`src/rtl/seq_mult8.sv`:
```
// seq_mult8 - sequential 8x8 shift-and-add multiplier, 16-bit product.
//
// One add of the multiplicand into a partial-product accumulator is made per
// cycle, followed by a right shift of {ACC,Q}. Eight steps give the product.
// This trades latency for a single adder in place of an array multiplier.
//
// Build option:
//   SEQ_MULT8_SIGNED_EN  defined   -> two's complement operands, radix-2 Booth
//                                     (9-bit add/subtract, Q_M1 register)
//                        undefined -> unsigned shift-add only
//
// Ports:
//   CLK    in   1   clock, rising edge
//   RST    in   1   synchronous active-high reset
//   START  in   1   request, accepted in IDLE or DONE only
//   A      in   8   multiplicand, captured on accept
//   B      in   8   multiplier, captured on accept
//   BUSY   out  1   high while the 8 steps are in progress
//   DONE   out  1   one-cycle pulse, P holds a new result
//   P      out  16  product register, held until the next completion
//
// state  | meaning
// -------+-------------------------------------------------
// S_IDLE | waiting for START, BUSY=0, DONE=0
// S_CALC | eight shift-add steps, CNT 0..7, BUSY=1
// S_DONE | result just written to P, DONE=1 for one cycle

module seq_mult8 (
    input  logic        CLK,
    input  logic        RST,
    input  logic        START,
    input  logic [7:0]  A,
    input  logic [7:0]  B,
    output logic        BUSY,
    output logic        DONE,
    output logic [15:0] P
);

    typedef enum logic [1:0] {
        S_IDLE = 2'd0,
        S_CALC = 2'd1,
        S_DONE = 2'd2
    } state_t;

    state_t      state;
    state_t      state_nxt;

    logic [2:0]  cnt;
    logic [7:0]  mcand;
    logic [8:0]  acc;
    logic [7:0]  q;

    logic        accept;
    logic        last_step;

    logic [8:0]  addend;
    logic [8:0]  sum9;
    logic [8:0]  acc_nxt;
    logic [7:0]  q_nxt;

    assign accept    = START && ((state == S_IDLE) || (state == S_DONE));
    assign last_step = (state == S_CALC) && (cnt == 3'd7);

`ifdef SEQ_MULT8_SIGNED_EN
    logic q_m1;
    logic mode;
    logic cin;

    // Booth pair {Q[0],Q_M1}: 01 adds, 10 subtracts, 00/11 only shift.
    // MCAND is sign-extended to 9 bits so that -128 survives the subtract.
    always_comb begin
        mode   = q[0] & ~q_m1;
        addend = '0;
        cin    = 1'b0;
        if (q[0] ^ q_m1) begin
            addend = mode ? ~{mcand[7], mcand} : {mcand[7], mcand};
            cin    = mode;
        end
        sum9    = acc + addend + {8'd0, cin};
        acc_nxt = {sum9[8], sum9[8:1]};
        q_nxt   = {sum9[0], q[7:1]};
    end
`else
    // ACC[8] is always zero between steps, so the 9-bit sum carries the
    // 8-bit adder's carry-out in sum9[8] without overflow.
    always_comb begin
        addend  = q[0] ? {1'b0, mcand} : 9'd0;
        sum9    = acc + addend;
        acc_nxt = {1'b0, sum9[8:1]};
        q_nxt   = {sum9[0], q[7:1]};
    end
`endif

    always_ff @(posedge CLK) begin
        if (RST) begin
            state <= S_IDLE;
        end else begin
            state <= state_nxt;
        end
    end

    always_comb begin
        state_nxt = state;
        BUSY      = 1'b0;
        DONE      = 1'b0;
        case (state)
            S_IDLE: begin
                if (START) begin
                    state_nxt = S_CALC;
                end
            end
            S_CALC: begin
                BUSY = 1'b1;
                if (cnt == 3'd7) begin
                    state_nxt = S_DONE;
                end
            end
            S_DONE: begin
                DONE = 1'b1;
                if (START) begin
                    state_nxt = S_CALC;
                end else begin
                    state_nxt = S_IDLE;
                end
            end
            default: begin
                state_nxt = S_IDLE;
            end
        endcase
    end

    // P is written only on the final step, so the previous result stays
    // readable for the whole CALC phase.
    always_ff @(posedge CLK) begin
        if (RST) begin
            cnt   <= 3'd0;
            mcand <= 8'd0;
            acc   <= 9'd0;
            q     <= 8'd0;
            P     <= 16'h0000;
`ifdef SEQ_MULT8_SIGNED_EN
            q_m1  <= 1'b0;
`endif
        end else if (accept) begin
            cnt   <= 3'd0;
            mcand <= A;
            acc   <= 9'd0;
            q     <= B;
`ifdef SEQ_MULT8_SIGNED_EN
            q_m1  <= 1'b0;
`endif
        end else if (state == S_CALC) begin
            cnt   <= cnt + 3'd1;
            acc   <= acc_nxt;
            q     <= q_nxt;
`ifdef SEQ_MULT8_SIGNED_EN
            q_m1  <= q[0];
`endif
            if (last_step) begin
                P <= {acc_nxt[7:0], q_nxt};
            end
        end
    end

endmodule
```
`config.mk`:
```
export PLATFORM = sky130hd
export DESIGN_NAME = seq_mult8
export DESIGN_NICKNAME = d
export VERILOG_FILES = /design/src/rtl/seq_mult8.sv
export SDC_FILE = /design/constraint.sdc
export NUM_CORES = 1
export LEC_CHECK = 0
export ABC_AREA = 1
export CAP_MARGIN = 30
export CORE_MARGIN = 2
export CORE_UTILIZATION = 42
export DETAILED_ROUTE_END_ITERATION = 10
export PLACE_DENSITY = 0.66
export SLEW_MARGIN = 20
export SYNTH_ARGS = -nofsm -noshare
export SYNTH_HDL_FRONTEND = slang
export SYNTH_SLANG_ARGS = --single-unit
```
`constraint.sdc`:
```
create_clock -name CLK -period 2.5 [get_ports CLK]
set_input_delay 0.375 -clock CLK [delete_from_list [all_inputs] [get_ports CLK]]
set_output_delay 0.375 -clock CLK [all_outputs]
set_load 0.01 [all_outputs]
```
==> reports/results.tsv, run 1 <==
metric	value	unit
htree_levels	2	
p_int	1.044	mW
syn2layout_area_growth	22.78	%
yosysWarnings	0	
grt-ovfl-total	0	
clk_latency	0.30	ns
cap_violations	0	
syn-cell-area	0.002103	mm²
dieArea	0.005590	mm²
crit_path_start_kind	flip-flop	
p_leak	1.235	nW
die_y	74.77	µm
switching_share	0.2609	
max_freq	0.5109	GHz
fp-row-count	25	
cts_tree	yes	
routed_via_density	4.755	
hold_path_class	reg -> reg	
peakVddDrop	320.1	µV
worst-slew-pin-transition	0.6142	ns
outcome	completed	
cp_slowest_cell	clkdlybuf4s50_1	
diodes	0	
initial_core_util	0.4395	
vias	1802	
cp_cell_sequence	nand2_4 -> inv_6 -> clkdlybuf4s50_1	
cts_buffers	5	
cts_resized	0	
slew_violations	0	
synth_area_leaders	dfxtp_1, nand2_1, inv_1	
synthDistinctLibCells	27	
fin_tns_setup	0	ns
finClkSkew	0.008533	ns
power_density	547.2	mW/mm²
num_io_pins	37	
combPwrFrac	0.128	
drt-initial-drc-count	88	
end_kind	primary output	
syn_nets	308	
synth_top_area_share	0.4283	
grt_start_max_net_pins	30	
arrival	1.58	ns
drive_above_1_share	0.05128	
cts_root_buf	clkbuf_8	
avgSynthCellArea	7.566	µm²
synth_seq_cells	45	
drc	0	
gp_congestion	0.8389	
path_max_fanout	25	
cts_hold_buf	0	
dp_hpwl	3112	µm
clockBufferDepth	2	
fp.dieW	74.77	µm
cts_setup_buffers	0	
setup_viol_count_final	0	
wl_per_cell	11.60	µm
synthCells	278	
clkSinkCount	45	
maxSlewHeadroom	0.5896	
layout_min_cycle_time	1.957	ns
antenna_found_initial	0	
dr.pass1.iters	4	
ys_seq_area_frac	0.4283	
routed_wl	4395	µm
min_period_over_period	0.7830	
clkPwrFrac	0.328	
seq_power_share	0.544	
hold_violations	0	
design.core.area	0.004786	mm²
portBuffers	36	
synth_top_area_cell	dfxtp_1	
final_common_cell	nand2_1	
first_global_vias	1641	
track_usage	0.1771	
layout.nets	342	
ant_nets	0	
required	2.12	ns
p_sw	0.3687	mW
hold_slack	0.4695	ns
cts.clk_slew.worst_paths	0.08	ns
rsz0062_at_grt	no	
cpPeakStageDelay	0.57	ns
final_cell_mix	nand2_1, dfxtp_1, inv_1	
grt_pass1_wl	7527	µm
crit_type	reg -> out	
[layer usage]
metal / vias to the layer above / track usage / share of wire
met2: 26 / 0.2822 / 0.45
met5: - / 0 / 0
met3: 6 / 0.04819 / 0.034
met1: 806 / 0.2385 / 0.50
met4: 0 / 0.04762 / 0.012
li1: 964 / - / -
[power by group through the flow]
stage          logic (mW)  clock network, mW  registers, mW
2_1_floorplan       0.125                  0          0.779
6_report            0.181              0.463          0.769
3_3_place_gp        0.178                  0          0.786
3_5_place_dp        0.180                  0          0.786
4_1_cts             0.181              0.471          0.770
5_1_grt             0.207              0.508          0.774
[registers in the layout, summed over array words and instances (netlist names)]
name / count
mcand: 8
q: 8
P: 16
acc: 8
state: 2
cnt: 3
[kinds of logic (layout without fill, tap and decap cells)]
| group | count (synthesis) | in the layout | synth area share |
|---|---|---|---|
| adders and majority gates | 11 | 11 | 0.06901 |
| and+or+nand+nor | 100 | 100 | 0.1999 |
| buffers and inverters | 56 | 90 | 0.1166 |
| xor gates and xnor gates | 3 | 3 | 0.01249 |
| AOI/OAI and AO/OA | 63 | 63 | 0.1737 |
| DFF | 45 | 45 | 0.4283 |
[final cells by class]
type | instances | area [µm²]
Clock buffer | 6 | 82.58
Clock inverter | 1 | 7.507
Fill cell | 479 | 2203
Inverter | 45 | 175.2
Multi-Input combinational cell | 177 | 957.2
Sequential cell | 45 | 900.9
Tap cell | 67 | 83.83
Timing Repair Buffer | 38 | 375.4
[critical path: cells and delay by family, from the launching register on]
kind          cells  cell delay [ns]
buf+inv           2             0.76
flops             1             0.40
simple gates      1             0.12
[metrics by stage]
step | power [mW] | cells | instance area [µm²] | util | worst slack (ns)
2_1_floorplan | 0.9036 | 278 | 2103 | - | 0.7382
3_3_place_gp | 0.9639 | 372 | 2492 | 0.5208 | 0.5852
3_5_place_dp | 0.9656 | 372 | 2492 | 0.5208 | 0.5304
4_1_cts | 1.421 | 379 | 2582 | 0.5396 | 0.5268
5_1_grt | 1.489 | 379 | 2582 | 0.5396 | 0.4044
6_report | 1.413 | 379 | 2582 | 0.5396 | 0.5426
[worst paths after layout]
kind	startpoint	endpoint	slack (ns)	depth (start not counted)
max	state[0]$_SDFFE_PP0P_	BUSY	0.54	3
min reg2reg	P[8]$_SDFFE_PP0P_	P[8]$_SDFFE_PP0P_	0.47	2
min	P[8]$_SDFFE_PP0P_	P[8]$_SDFFE_PP0P_	0.47	2
max reg2reg	q[0]$_SDFFE_PP0P_	P[13]$_SDFFE_PP0P_	0.59	12
[synth_stat cells, drive strengths merged]
cell type / number
a211oi: 3
a221oi: 6
nand4: 1
clkbuf: 5
o21bai: 1
nand3: 16
a21oi: 19
buf: 6
ha: 10
o211ai: 2
inv: 44
o21ai: 27
nand2: 51
fa: 1
dfxtp: 45
clkinv: 1
xor2: 2
nor2: 32
xnor2: 1
o21a: 5
Power figures use the tool's default switching activity.
==> run 2: changes to the inputs <==
PLACE_DENSITY = 0.68   (was 0.66)
clock period = 1.57 ns   (was 2.5 ns; I/O delays follow)
==> run 2 against run 1 <==
  * The flow now finishes with violations (negative setup slack)
  * Critical path type is now reg -> reg
  * Design area increased by 10%
  * Clock power grew 52%
  * Worst hold slack worse by 0.0014 ns
  * Sequential cell count unchanged
  * Largest cell class unchanged
  * Largest power group unchanged
  * Register-to-register slack lost 0.61 ns
==> reports/results.tsv, run 2 (synthesized netlist as in run 1, its figures left out) <==
metric	value	unit	change
diodes	0		unchanged
path_max_fanout	7		-72%
layout_min_cycle_time	1.593	ns	
required	1.77	ns	-0.35 ns
peakVddDrop	614.1	µV	+92%
crit_path_start_kind	flip-flop		
finalPower	2.295	mW	+62%
clkSinkCount	45		unchanged
num_io_pins	37		unchanged
p_leak	1.322	nW	+7.1%
r2r_slack	-0.02	ns	-0.61 ns
drc	0		unchanged
syn2layout_area_growth	35.04	%	
grt_start_max_net_pins	21		-30%
dp_hpwl	3436	µm	+10%
dr.pass1.iters	4		unchanged
crit_family	simple AND/OR/NAND/NOR gates		
cpPeakStageDelay	0.38	ns	-0.19 ns
worst-slew-pin-transition	0.2905	ns	-0.3237 ns
slew_violations	0		unchanged
fp-row-count	25		unchanged
routed_wl	4735	µm	+7.7%
drt-initial-drc-count	70		-20%
fp.dieW	74.77	µm	unchanged
hold_slack	0.4681	ns	-0.001413 ns
cts_buffers	5		unchanged
initial_core_util	0.4395		unchanged
layout.nets	358		+4.7%
min_from	P[8]$_SDFFE_PP0P_		
final_cell_mix	dfxtp_1, inv_1, nand2_1		
grt-ovfl-total	0		unchanged
maxSlewHeadroom	0.8061		+0.2166
hold_path_class	reg -> reg		
routed_via_density	4.846		+1.9%
largest_reg_flops	16		unchanged
largest_register	P		
final_common_cell	dfxtp_1		
dieArea	0.005590	mm²	unchanged
ant_nets	0		unchanged
wl_per_cell	11.96	µm	+3.1%
cts_root_buf	clkbuf_8		
outcome	finished with violations		
cts.clk_slew.worst_paths	0.09	ns	about the same
clockBufferDepth	2		unchanged
track_usage	0.1822		+0.005111
first_global_vias	1821		+11%
r2r_start	q[0]$_SDFFE_PP0P_		
finClkSkew	0.007684	ns	-0.0008482 ns
portBuffers	36		unchanged
die_y	74.77	µm	unchanged
crit_type	reg -> reg		
vias	1919		+6.5%
antenna_found_initial	0		unchanged
end_kind	flip-flop		
critical_path_buf_inv_count	2		unchanged
setup_viol_count_final	2		+2
max_freq	0.6279	GHz	
finalWorstSetupSlack	-0.02256	ns	-0.5651 ns
grt_pass1_wl	7817	µm	+3.9%
cp_cell_sequence	nand2_2 -> inv_2 -> ha_4 -> fa_2 -> nand3_2 -> nand2_2 -> nand2_2 -> nand2_1 -> nand2_1 -> nand3_1 -> nand2_1 -> inv_1		
min_period_over_period	1.014		
cts_tree	yes		
power_density	807.9	mW/mm²	+48%
violations	negative setup slack		
rsz0062_at_grt	yes		
design.core.area	0.004786	mm²	unchanged
arrival	1.80	ns	+0.22 ns
cp_slowest_cell	dfxtp_4		
cap_violations	0		unchanged
drive_above_1_share	0.1793		+0.1280
clk_latency	0.29	ns	about the same
htree_levels	2		unchanged
gp_congestion	0.8762		+4.4%
hold_violations	0		unchanged
fin_tns_setup	-0.03662	ns	-0.03662 ns
crit_start	q[0]$_SDFFE_PP0P_		
## run 2: cell types whose count changed in the layout (fill, tap and decap cells not counted), moves of 2 or more
| cell | delta |
|---|---|
| a21oi_2 | +3 |
| inv_1 | -4 |
| ha_4 | +4 |
| buf_4 | +14 |
| clkdlybuf4s50_1 | -2 |
| nand2_2 | +9 |
| inv_2 | +4 |
| a21oi_1 | -3 |
| buf_12 | +2 |
| nand2_1 | -9 |
| dfxtp_1 | -2 |
| ha_1 | -5 |
## run 2: cell type report
cell class                 count  area [µm²]
clock buffer                   6       72.57
clock inverter                 2       15.01
fill                         454        1946
inverter                      45       175.2
multi-input combinational    177        1066
sequential                    45       905.9
tap                           67       83.83
timing repair buffer          54       521.8
## run 2: tightest hold or removal path, cell delays in order, from the launching register on
cell	delay (ns)
dfxtp_1	0.32
nand2_1	0.06
a21oi_1	0.06
## run 2: stage by stage
step                        util  cell area [µm²]  setup slack (ns)  instances
after floorplan                -             2126          -0.06833        278
after global placement    0.5506             2635          -0.07623        386
after detailed placement  0.5506             2635           -0.1346        386
after CTS                 0.5804             2778          -0.02351        395
after global routing      0.5935             2840           -0.1531        396
final                     0.5935             2840          -0.02256        396
## run 2: metal layers
layer | vias up | global-route usage | wire (µm)
met5 | - | 0 | 0
met1 | 882 | 0.2211 | 2095
met4 | 0 | 0.07143 | 102
li1 | 994 | - | -
met3 | 9 | 0.04418 | 191
met2 | 34 | 0.3117 | 2346
## run 2: what timing repair did
action | in CTS | in global routing
pin swaps | 4 | 1
hold buffers | 0 | 0
setup buffers | 1 | 1
gates resized for setup | 12 | 16
hold endpoints to repair | 0 | 0
gates cloned | 0 | 0
setup endpoints to repair | 16 | 15
## run 2: power breakdown
part | internal [mW] | switching, mW
registers | 1.20 | 0.0344
clock network | 0.314 | 0.391
logic | 0.169 | 0.191
total | 1.68 | 0.617
## run 2: final timing paths
path	to	cells after the start
setup / recovery	acc[5]$_SDFFE_PP0P_	12
hold / removal	P[8]$_SDFFE_PP0P_	2
setup reg to reg	acc[5]$_SDFFE_PP0P_	12
hold reg to reg	P[8]$_SDFFE_PP0P_	2
